`config.mk`:
```
export PLATFORM = sky130hd
export DESIGN_NAME = tao_bus_arbiter_flat
export DESIGN_NICKNAME = d
export VERILOG_FILES = /design/src/rtl/tao_bus_arbiter_if.sv /design/src/rtl/tao_bus_arbiter.sv /design/src/flat_wrapper.sv
export SDC_FILE = /design/constraint.sdc
export NUM_CORES = 1
export LEC_CHECK = 0
export CORE_ASPECT_RATIO = 0.6
export CORE_MARGIN = 1
export CORE_UTILIZATION = 41
export CTS_CLUSTER_SIZE = 8
export DETAILED_ROUTE_END_ITERATION = 7
export PLACE_DENSITY = 0.95
export SLEW_MARGIN = 40
export SYNTH_ARGS = -nofsm -noshare
export SYNTH_HDL_FRONTEND = slang
export SYNTH_SLANG_ARGS = --single-unit
```
`constraint.sdc`:
```
create_clock -name clk -period 3.6 [get_ports clk]
set_input_delay 0.9 -clock clk [delete_from_list [all_inputs] [get_ports clk]]
set_output_delay 0.9 -clock clk [all_outputs]
set_load 0.1 [all_outputs]
```
`src/rtl/tao_bus_arbiter_if.sv`:
```
// +----------------------------------------------------------------------------+
// | tao_bus_arbiter_if                                                         |
// | Requester-side and ThreeAndOut-side signals of the shared bus arbiter.     |
// | Revision: 1.0                                                              |
// +----------------------------------------------------------------------------+
`default_nettype none

interface tao_bus_arbiter_if #(
   parameter int N_REQ = 4
);
   logic [N_REQ-1:0]    req;
   logic [24*N_REQ-1:0] pkt;
   logic [N_REQ-1:0]    gnt;
   logic [N_REQ-1:0]    done;
   logic                StartNow;
   logic [7:0]          data;
   logic                busy;

   modport master (
      input  req, pkt,
      output gnt, done, StartNow, data, busy
   );

   modport slave (
      output req, pkt,
      input  gnt, done, StartNow, data, busy
   );
endinterface

`default_nettype wire

```
`src/rtl/tao_bus_arbiter.sv`:
```
// +----------------------------------------------------------------------------+
// | tao_bus_arbiter                                                            |
// | Round-robin arbiter driving the three-beat ThreeAndOut master protocol.    |
// | Option macro: TAO_ARB_GAP_EN inserts one idle GAP beat after each packet.  |
// | Revision: 1.0                                                              |
// +----------------------------------------------------------------------------+
`default_nettype none

module tao_bus_arbiter #(
   parameter int N_REQ = 4
) (
   input  logic               clk,
   input  logic               reset_L,
   tao_bus_arbiter_if.master  bus
);

   localparam int c_IW = (N_REQ > 1) ? $clog2(N_REQ) : 1;

   localparam logic [2:0] c_ST_IDLE = 3'd0;
   localparam logic [2:0] c_ST_HI   = 3'd1;
   localparam logic [2:0] c_ST_MID  = 3'd2;
   localparam logic [2:0] c_ST_LO   = 3'd3;
`ifdef TAO_ARB_GAP_EN
   localparam logic [2:0] c_ST_GAP  = 3'd4;
`endif

   logic [2:0]      r_state;
   logic [2:0]      w_state_nxt;
   logic [23:0]     r_pkt;
   logic [c_IW-1:0] r_win;
   logic [c_IW-1:0] r_last;
   logic [c_IW-1:0] w_winner;
   logic [c_IW-1:0] w_idx;
   logic            w_found;
   logic            w_load;
   logic [N_REQ-1:0] w_onehot;
   logic [23:0]     w_lane [N_REQ];

   generate
      for (genvar gi = 0; gi < N_REQ; gi++) begin : g_pkt_lane
         assign w_lane[gi] = bus.pkt[24*gi +: 24];
      end
   endgenerate

   // Walk from last+N_REQ down to last+1 so the nearest requester after last wins.
   always_comb begin
      w_found  = 1'b0;
      w_winner = r_last;
      w_idx    = r_last;
      for (int k = N_REQ; k >= 1; k--) begin
         w_idx = c_IW'((int'(r_last) + k) % N_REQ);
         if (bus.req[w_idx]) begin
            w_found  = 1'b1;
            w_winner = w_idx;
         end
      end
   end

   always_ff @(posedge clk or negedge reset_L) begin
      if (!reset_L) begin
         r_state <= c_ST_IDLE;
         r_pkt   <= 24'h000000;
         r_win   <= '0;
         r_last  <= c_IW'(N_REQ - 1);
      end else begin
         r_state <= w_state_nxt;
         if (w_load) begin
            r_pkt  <= w_lane[w_winner];
            r_win  <= w_winner;
            r_last <= w_winner;
         end
      end
   end

   always_comb begin
      w_state_nxt = r_state;
      w_load      = 1'b0;
      case (r_state)
         c_ST_IDLE: begin
            if (w_found) begin
               w_state_nxt = c_ST_HI;
               w_load      = 1'b1;
            end
         end
         c_ST_HI:  w_state_nxt = c_ST_MID;
         c_ST_MID: w_state_nxt = c_ST_LO;
         c_ST_LO: begin
`ifdef TAO_ARB_GAP_EN
            w_state_nxt = c_ST_GAP;
`else
            if (w_found) begin
               w_state_nxt = c_ST_HI;
               w_load      = 1'b1;
            end else begin
               w_state_nxt = c_ST_IDLE;
            end
`endif
         end
`ifdef TAO_ARB_GAP_EN
         c_ST_GAP: w_state_nxt = c_ST_IDLE;
`endif
         default:  w_state_nxt = c_ST_IDLE;
      endcase
   end

   // Bus outputs decode only state and latched packet, so reset clears them at once.
   always_comb begin
      w_onehot     = {{(N_REQ-1){1'b0}}, 1'b1} << r_win;
      bus.StartNow = 1'b0;
      bus.data     = 8'h00;
      bus.busy     = 1'b0;
      bus.gnt      = '0;
      bus.done     = '0;
      case (r_state)
         c_ST_HI: begin
            bus.StartNow = 1'b1;
            bus.data     = r_pkt[23:16];
            bus.busy     = 1'b1;
            bus.gnt      = w_onehot;
         end
         c_ST_MID: begin
            bus.data = r_pkt[15:8];
            bus.busy = 1'b1;
         end
         c_ST_LO: begin
            bus.data = r_pkt[7:0];
            bus.busy = 1'b1;
            bus.done = w_onehot;
         end
`ifdef TAO_ARB_GAP_EN
         c_ST_GAP: bus.busy = 1'b1;
`endif
         default: ;
      endcase
   end

endmodule

`default_nettype wire

```
`src/flat_wrapper.sv`:
```
// flat-port wrapper written by rule: the top's interface ports become plain ports
module tao_bus_arbiter_flat 
#(
   parameter int N_REQ = 4
)
  (clk, reset_L, bus_req, bus_pkt, bus_gnt, bus_done, bus_StartNow, bus_data, bus_busy);
  tao_bus_arbiter_if #(.N_REQ(N_REQ)) bus_i ();
  input  logic clk;
  input  logic reset_L;
  input wire logic [$bits(bus_i.req)-1:0] bus_req;
  input wire logic [$bits(bus_i.pkt)-1:0] bus_pkt;
  output wire logic [$bits(bus_i.gnt)-1:0] bus_gnt;
  output wire logic [$bits(bus_i.done)-1:0] bus_done;
  output wire logic [$bits(bus_i.StartNow)-1:0] bus_StartNow;
  output wire logic [$bits(bus_i.data)-1:0] bus_data;
  output wire logic [$bits(bus_i.busy)-1:0] bus_busy;
  assign bus_i.req = bus_req;
  assign bus_i.pkt = bus_pkt;
  assign bus_gnt = bus_i.gnt;
  assign bus_done = bus_i.done;
  assign bus_StartNow = bus_i.StartNow;
  assign bus_data = bus_i.data;
  assign bus_busy = bus_i.busy;
  tao_bus_arbiter #(.N_REQ(N_REQ)) u_core (.clk(clk), .reset_L(reset_L), .bus(bus_i));
endmodule
```
* Word level (Yosys, flattened, before mapping)
Cells that the tools add are included.
** Cells by class
- Equal/unequal tests :: 4
- Order comparisons :: 5
- Add/sub/neg operators :: 4
- Bitwise gates (word level) :: 1
- Shift-type cells :: 1
- Muxes and demuxes :: 29
- Reductions and logical operators :: 3
** Operators with widths (number)
- $bmux W24 S2 :: 1
- $mux W24 :: 2
- $pmux W8 S3 :: 1
- $mux W1 :: 13
- $lt A2 B3 Y1 const B :: 4
- $pmux W3 S4 :: 1
- $bmux W1 S2 :: 4
- $mux W2 :: 4
- $mux W4 :: 2
- $eq A3 B2 Y1 const B :: 2
- $add A2 B1 Y2 const B :: 2
- $add A2 B2 Y2 const B :: 2
- $shl A1 B2 Y4 const A :: 1
- $eq A3 B1 Y1 const B :: 1
- $ge A3 B3 Y1 const B :: 1
- $logic_not A3 Y1 :: 1
- $mux W3 :: 1
- $not A2 Y3 :: 1
- $reduce_or A3 Y1 :: 1
- $ne A2 B1 Y1 const B :: 1
- $reduce_or A2 Y1 :: 1
** Word-level totals
- Logic and storage cells :: 51
- Flip-flop bits (word level) :: 31
- Input bits :: 102

* Depth between registers and ports, before layout
- Depth after elaboration :: 11
- Mapped depth :: 7

* Worst setup path after synthesis
Ideal clock, no wire load.
- Path kind :: reg-to-output
- Start :: reg u_core.r_state[1]
- End :: out bus_gnt[0]
- Arrival :: 3.871 ns
- Buffers on the path :: 1
- Cell stages (with the launch flop) :: 5
- Data required time :: 2.700 ns
- Slack :: -1.171 ns
- Cell sequence :: dfrtp_1 inv_1 ha_1 clkbuf_1 nor3b_1
** Between the ends
- Word-level cells in the longest chain between the ends :: 2
** Ends and longest elaborated chain
- from (decl) :: RTL line tao_bus_arbiter.sv:27 : logic [2:0] r_state;
- from (signal assigned) :: RTL line tao_bus_arbiter.sv:61 : r_state <= c_ST_IDLE;
- from (signal assigned) :: RTL line tao_bus_arbiter.sv:66 : r_state <= w_state_nxt;
- $eq A3 B1 Y1 :: RTL line tao_bus_arbiter.sv:114 : case (r_state)
- $mux W4 :: RTL line tao_bus_arbiter.sv:114
- to (decl) :: RTL line flat_wrapper.sv:12 : output wire logic [$bits(bus_i.gnt)-1:0] bus_gnt;
No other way between the ends.

* Worst setup path in the final report
- Start :: reg u_core.r_state[1]
- End :: out bus_data[7]
** Between the ends
- Word-level cells in the longest chain between the ends :: 2
- Elaborated cells between the ends (all ways) :: 4
- Classes of those cells :: 3 x eq/ne; 1 x mux
** Ends and longest elaborated chain
- $eq A3 B2 Y1 / $eq A3 B1 Y1 (equally long branches) :: RTL line tao_bus_arbiter.sv:114
- $pmux W8 S3 * :: RTL line tao_bus_arbiter.sv:114
- to (decl) :: RTL line flat_wrapper.sv:15 : output wire logic [$bits(bus_i.data)-1:0] bus_data;
Every way passes the cells marked *; elsewhere a longest branch is shown, timed or not.

==> results.json <==
{
  "synth_seq_cells": 30,
  "power_frac_clock_pct": 7.7,
  "wl_um": 6503,
  "area_growth_pct": 64.53,
  "ctsResizeCount": 0,
  "skew_ns": 0.008775,
  "dieHeight_um": 56.82,
  "hold_buffers": 0,
  "worstSetupPathType": "reg2out",
  "synth_cell_types": 29,
  "placedCellCount": 379,
  "initial_core_util_pct": 43.84,
  "rr_startpoint": "u_core.r_last[1]$_DFFE_PN1P_",
  "cts_root_buf": "clkbuf_8",
  "period_minus_slack_ns": 2.854,
  "grt_usage_pct": 24.73,
  "r2r_slack_ns": 1.48,
  "place_hpwl_um": 5048,
  "p_per_area_nw_per_um2": 1004,
  "antenna_cells": 0,
  "ios": 120,
  "clock_sinks": 30,
  "drtAntennaViolNets": 0,
  "num_rows": 19,
  "p_leak_nw": 1.520,
  "layoutNonFillerInstCount": 388,
  "fillCellCount": 350,
  "placed_area_um2": 3281,
  "post_cts_buffers": 0,
  "clk_pin_slew_worst_paths_ns": 0.07,
  "setup_violations": 0,
  "num_vias": 2141,
  "switching_share_pct": 56.24,
  "globalRouteOverflowTotal": 0,
  "power_mw": 3.392,
  "end_kind": "output pin",
  "fmax_mhz": 350.4,
  "cp.required_ns": 2.70,
  "layout-drive-gt1-share_pct": 14.46,
  "core_um2": 4683,
  "antenna_found_initial": 0,
  "slew_viol_final": 0,
  "drv_cap": 0,
  "avgSynthCellArea_um2": 9.871,
  "hold_path_class": "reg2reg",
  "h-tree-depth": 2,
  "whs_path_depth": 2,
  "reg2reg_depth": 7,
  "worstReg2RegEnd": "u_core.r_pkt[17]$_DFFE_PN0P_",
  "grt_pass1_vias": 2022,
  "grt_pass1_wl_um": 9763,
  "p_comb_share_pct": 71.8,
  "irDropWorstVdd_mv": 0.6031,
  "power_frac_seq_pct": 20.6,
  "tightest_slew_ns": 0.5450,
  "timing.final.crit_share_pct": 79.28,
  "slew_headroom_pct": 63.66,
  "syn-num-nets": 315,
  "p_switching_mw": 1.908,
  "gp_congestion": 0.8656,
  "fin_util_pct": 72.13,
  "status": "complete, no violations",
  "nets": 431,
  "cp.arrival_ns": 1.95,
  "finalHoldViolations": 0,
  "synth_warnings": 0,
  "drc": 0,
  "clk_path_buf_depth": 2,
  "grt_max_degree": 32,
  "worst-path-max-fanout": 13,
  "via_per_inst": 5.518,
  "drt_iter0_markers": 143,
  "cts_tree": "yes",
  "avgRoutedWirePerCell_um": 16.76,
  "rsz0062_at_grt": "no",
  "netlist_area_um2": 2053,
  "start_kind": "flip-flop",
  "synthCells": 208,
  "p_int_mw": 1.485,
  "portBuffers": 119,
  "hold_end": "u_core.r_pkt[2]$_DFFE_PN0P_",
  "cts_buffers": 5,
  "clk_latency_ns": 0.29,
  "yosysSeqAreaShare_pct": 36.68,
  "final_area_um2": 3378,
  "die_w_um": 93.36,
  "die-area_um2": 5304,
  "drt-pass1-iter-count": 6,
  "hold_start": "u_core.r_pkt[2]$_DFFE_PN0P_",
  "whs_ns": 0.4992
}
layout by cell type (no fill, tap or decap):
cell / instances
nor2_2: 8
a31oi_1: 1
clkinv_2: 2
nor3b_2: 3
dfstp_2: 2
o21ai_0: 1
and3_1: 2
o22ai_1: 1
o221ai_1: 24
nor4_2: 1
and3b_1: 4
buf_12: 1
mux2i_1: 49
o21ai_4: 1
nor2b_1: 1
buf_4: 23
nand2_1: 31
a222oi_1: 8
ha_1: 5
clkbuf_8: 5
buf_8: 1
a221oi_1: 1
inv_1: 7
o21ai_1: 2
clkdlybuf4s50_1: 101
nor2_1: 6
nor3_1: 1
a21oi_1: 1
or2_1: 1
clkbuf_1: 1
nand2b_1: 1
dfrtp_1: 28
a22oi_1: 1
routing by layer:
layer	GRT usage, %	vias up	wire length [um]
met5	0	-	0
met4	8.571	0	94
met3	7.995	9	777
met2	39.39	129	2914
met1	31.61	985	2718
li1	-	1018	-
power by group through the flow:
stage,registers (mW),clock network [mW],logic [mW]
finish,0.697,0.260,2.44
global route,0.713,0.279,2.59
CTS,0.692,0.264,2.42
detailed placement,0.696,0,2.40
global placement,0.683,0,2.36
floorplan,0.631,0,1.89
cells by family (layout without fill, tap and decap cells):
family,Yosys count,after routing,synth area share (%)
AOI/OAI and AO/OA,41,41,16.94
muxes,49,49,23.89
adders and majority gates,5,5,3.047
buffers and inverters,24,141,5.789
and+or+nand+nor,59,59,13.65
DFF,30,30,36.68
Yosys cell counts:
master | n | area share, %
mux2i_1 | 49 | 24
nand2_1 | 31 | 5.7
dfrtp_1 | 28 | 34
o221ai_1 | 24 | 10
nor2_1 | 14 | 2.6
buf_2 | 11 | 2.7
a222oi_1 | 8 | 3.9
inv_1 | 7 | 1.3
ha_1 | 5 | 3.0
and3b_1 | 4 | 1.7
clkbuf_1 | 4 | 0.73
and3_1 | 2 | 0.61
buf_6 | 2 | 1.1
dfstp_2 | 2 | 2.6
nor3b_1 | 2 | 0.73
o21ai_1 | 2 | 0.49
a21oi_1 | 1 | 0.24
a221oi_1 | 1 | 0.43
a22oi_1 | 1 | 0.37
a31oi_1 | 1 | 0.30
nand2b_1 | 1 | 0.30
nor2b_1 | 1 | 0.30
nor3_1 | 1 | 0.24
nor3b_2 | 1 | 0.61
nor4_2 | 1 | 0.61
o21ai_0 | 1 | 0.24
o21ai_2 | 1 | 0.43
o22ai_1 | 1 | 0.30
or2_1 | 1 | 0.30
registers in the layout, indices dropped and copies added (netlist names):
register,flops
u_core.r_pkt,24
u_core.r_last,2
u_core.r_state,2
u_core.r_win,2
critical path: stages, from the launching register on:
cell	delay, ns
dfrtp_1	0.40
inv_1	0.13
ha_1	0.50
a222oi_1	0.21
nor2_2	0.12
buf_4	0.30
through the flow:
stage | setup TNS, ns | setup slack (ns)
after detailed placement | 0 | 0.4685
after global routing | 0 | 0.6563
after global placement | 0 | 0.5646
after CTS | 0 | 0.7504
after floorplan | -0.1855 | -0.1855
final | 0 | 0.7458
worst max path at each step:
| stage | to | start | slack [ns] |
|---|---|---|---|
| finish | bus_data[7] | u_core.r_state[1]$_DFFE_PN0P_ | 0.75 |
| global route | bus_data[7] | u_core.r_state[1]$_DFFE_PN0P_ | 0.66 |
| CTS | u_core.r_pkt[17]$_DFFE_PN0P_ | bus_req[1] | 0.75 |
| detailed placement | u_core.r_pkt[10]$_DFFE_PN0P_ | bus_req[1] | 0.47 |
| global placement | u_core.r_pkt[1]$_DFFE_PN0P_ | bus_req[1] | 0.56 |
| floorplan | bus_gnt[0] | u_core.r_state[1]$_DFFE_PN0P_ | -0.19 |
area by class of cell:
cell class	instances	area (um2)	share of cell area [%]
multi-input cells	154	1219	36.07
repair buffers	126	1219	36.07
flip-flops and latches	30	753.2	22.30
well taps	63	78.83	2.333
clock buffers	6	72.57	2.148
inverters	7	26.28	0.7778
clock inverters	2	10.01	0.2963
Power figures use the tool's default switching activity.
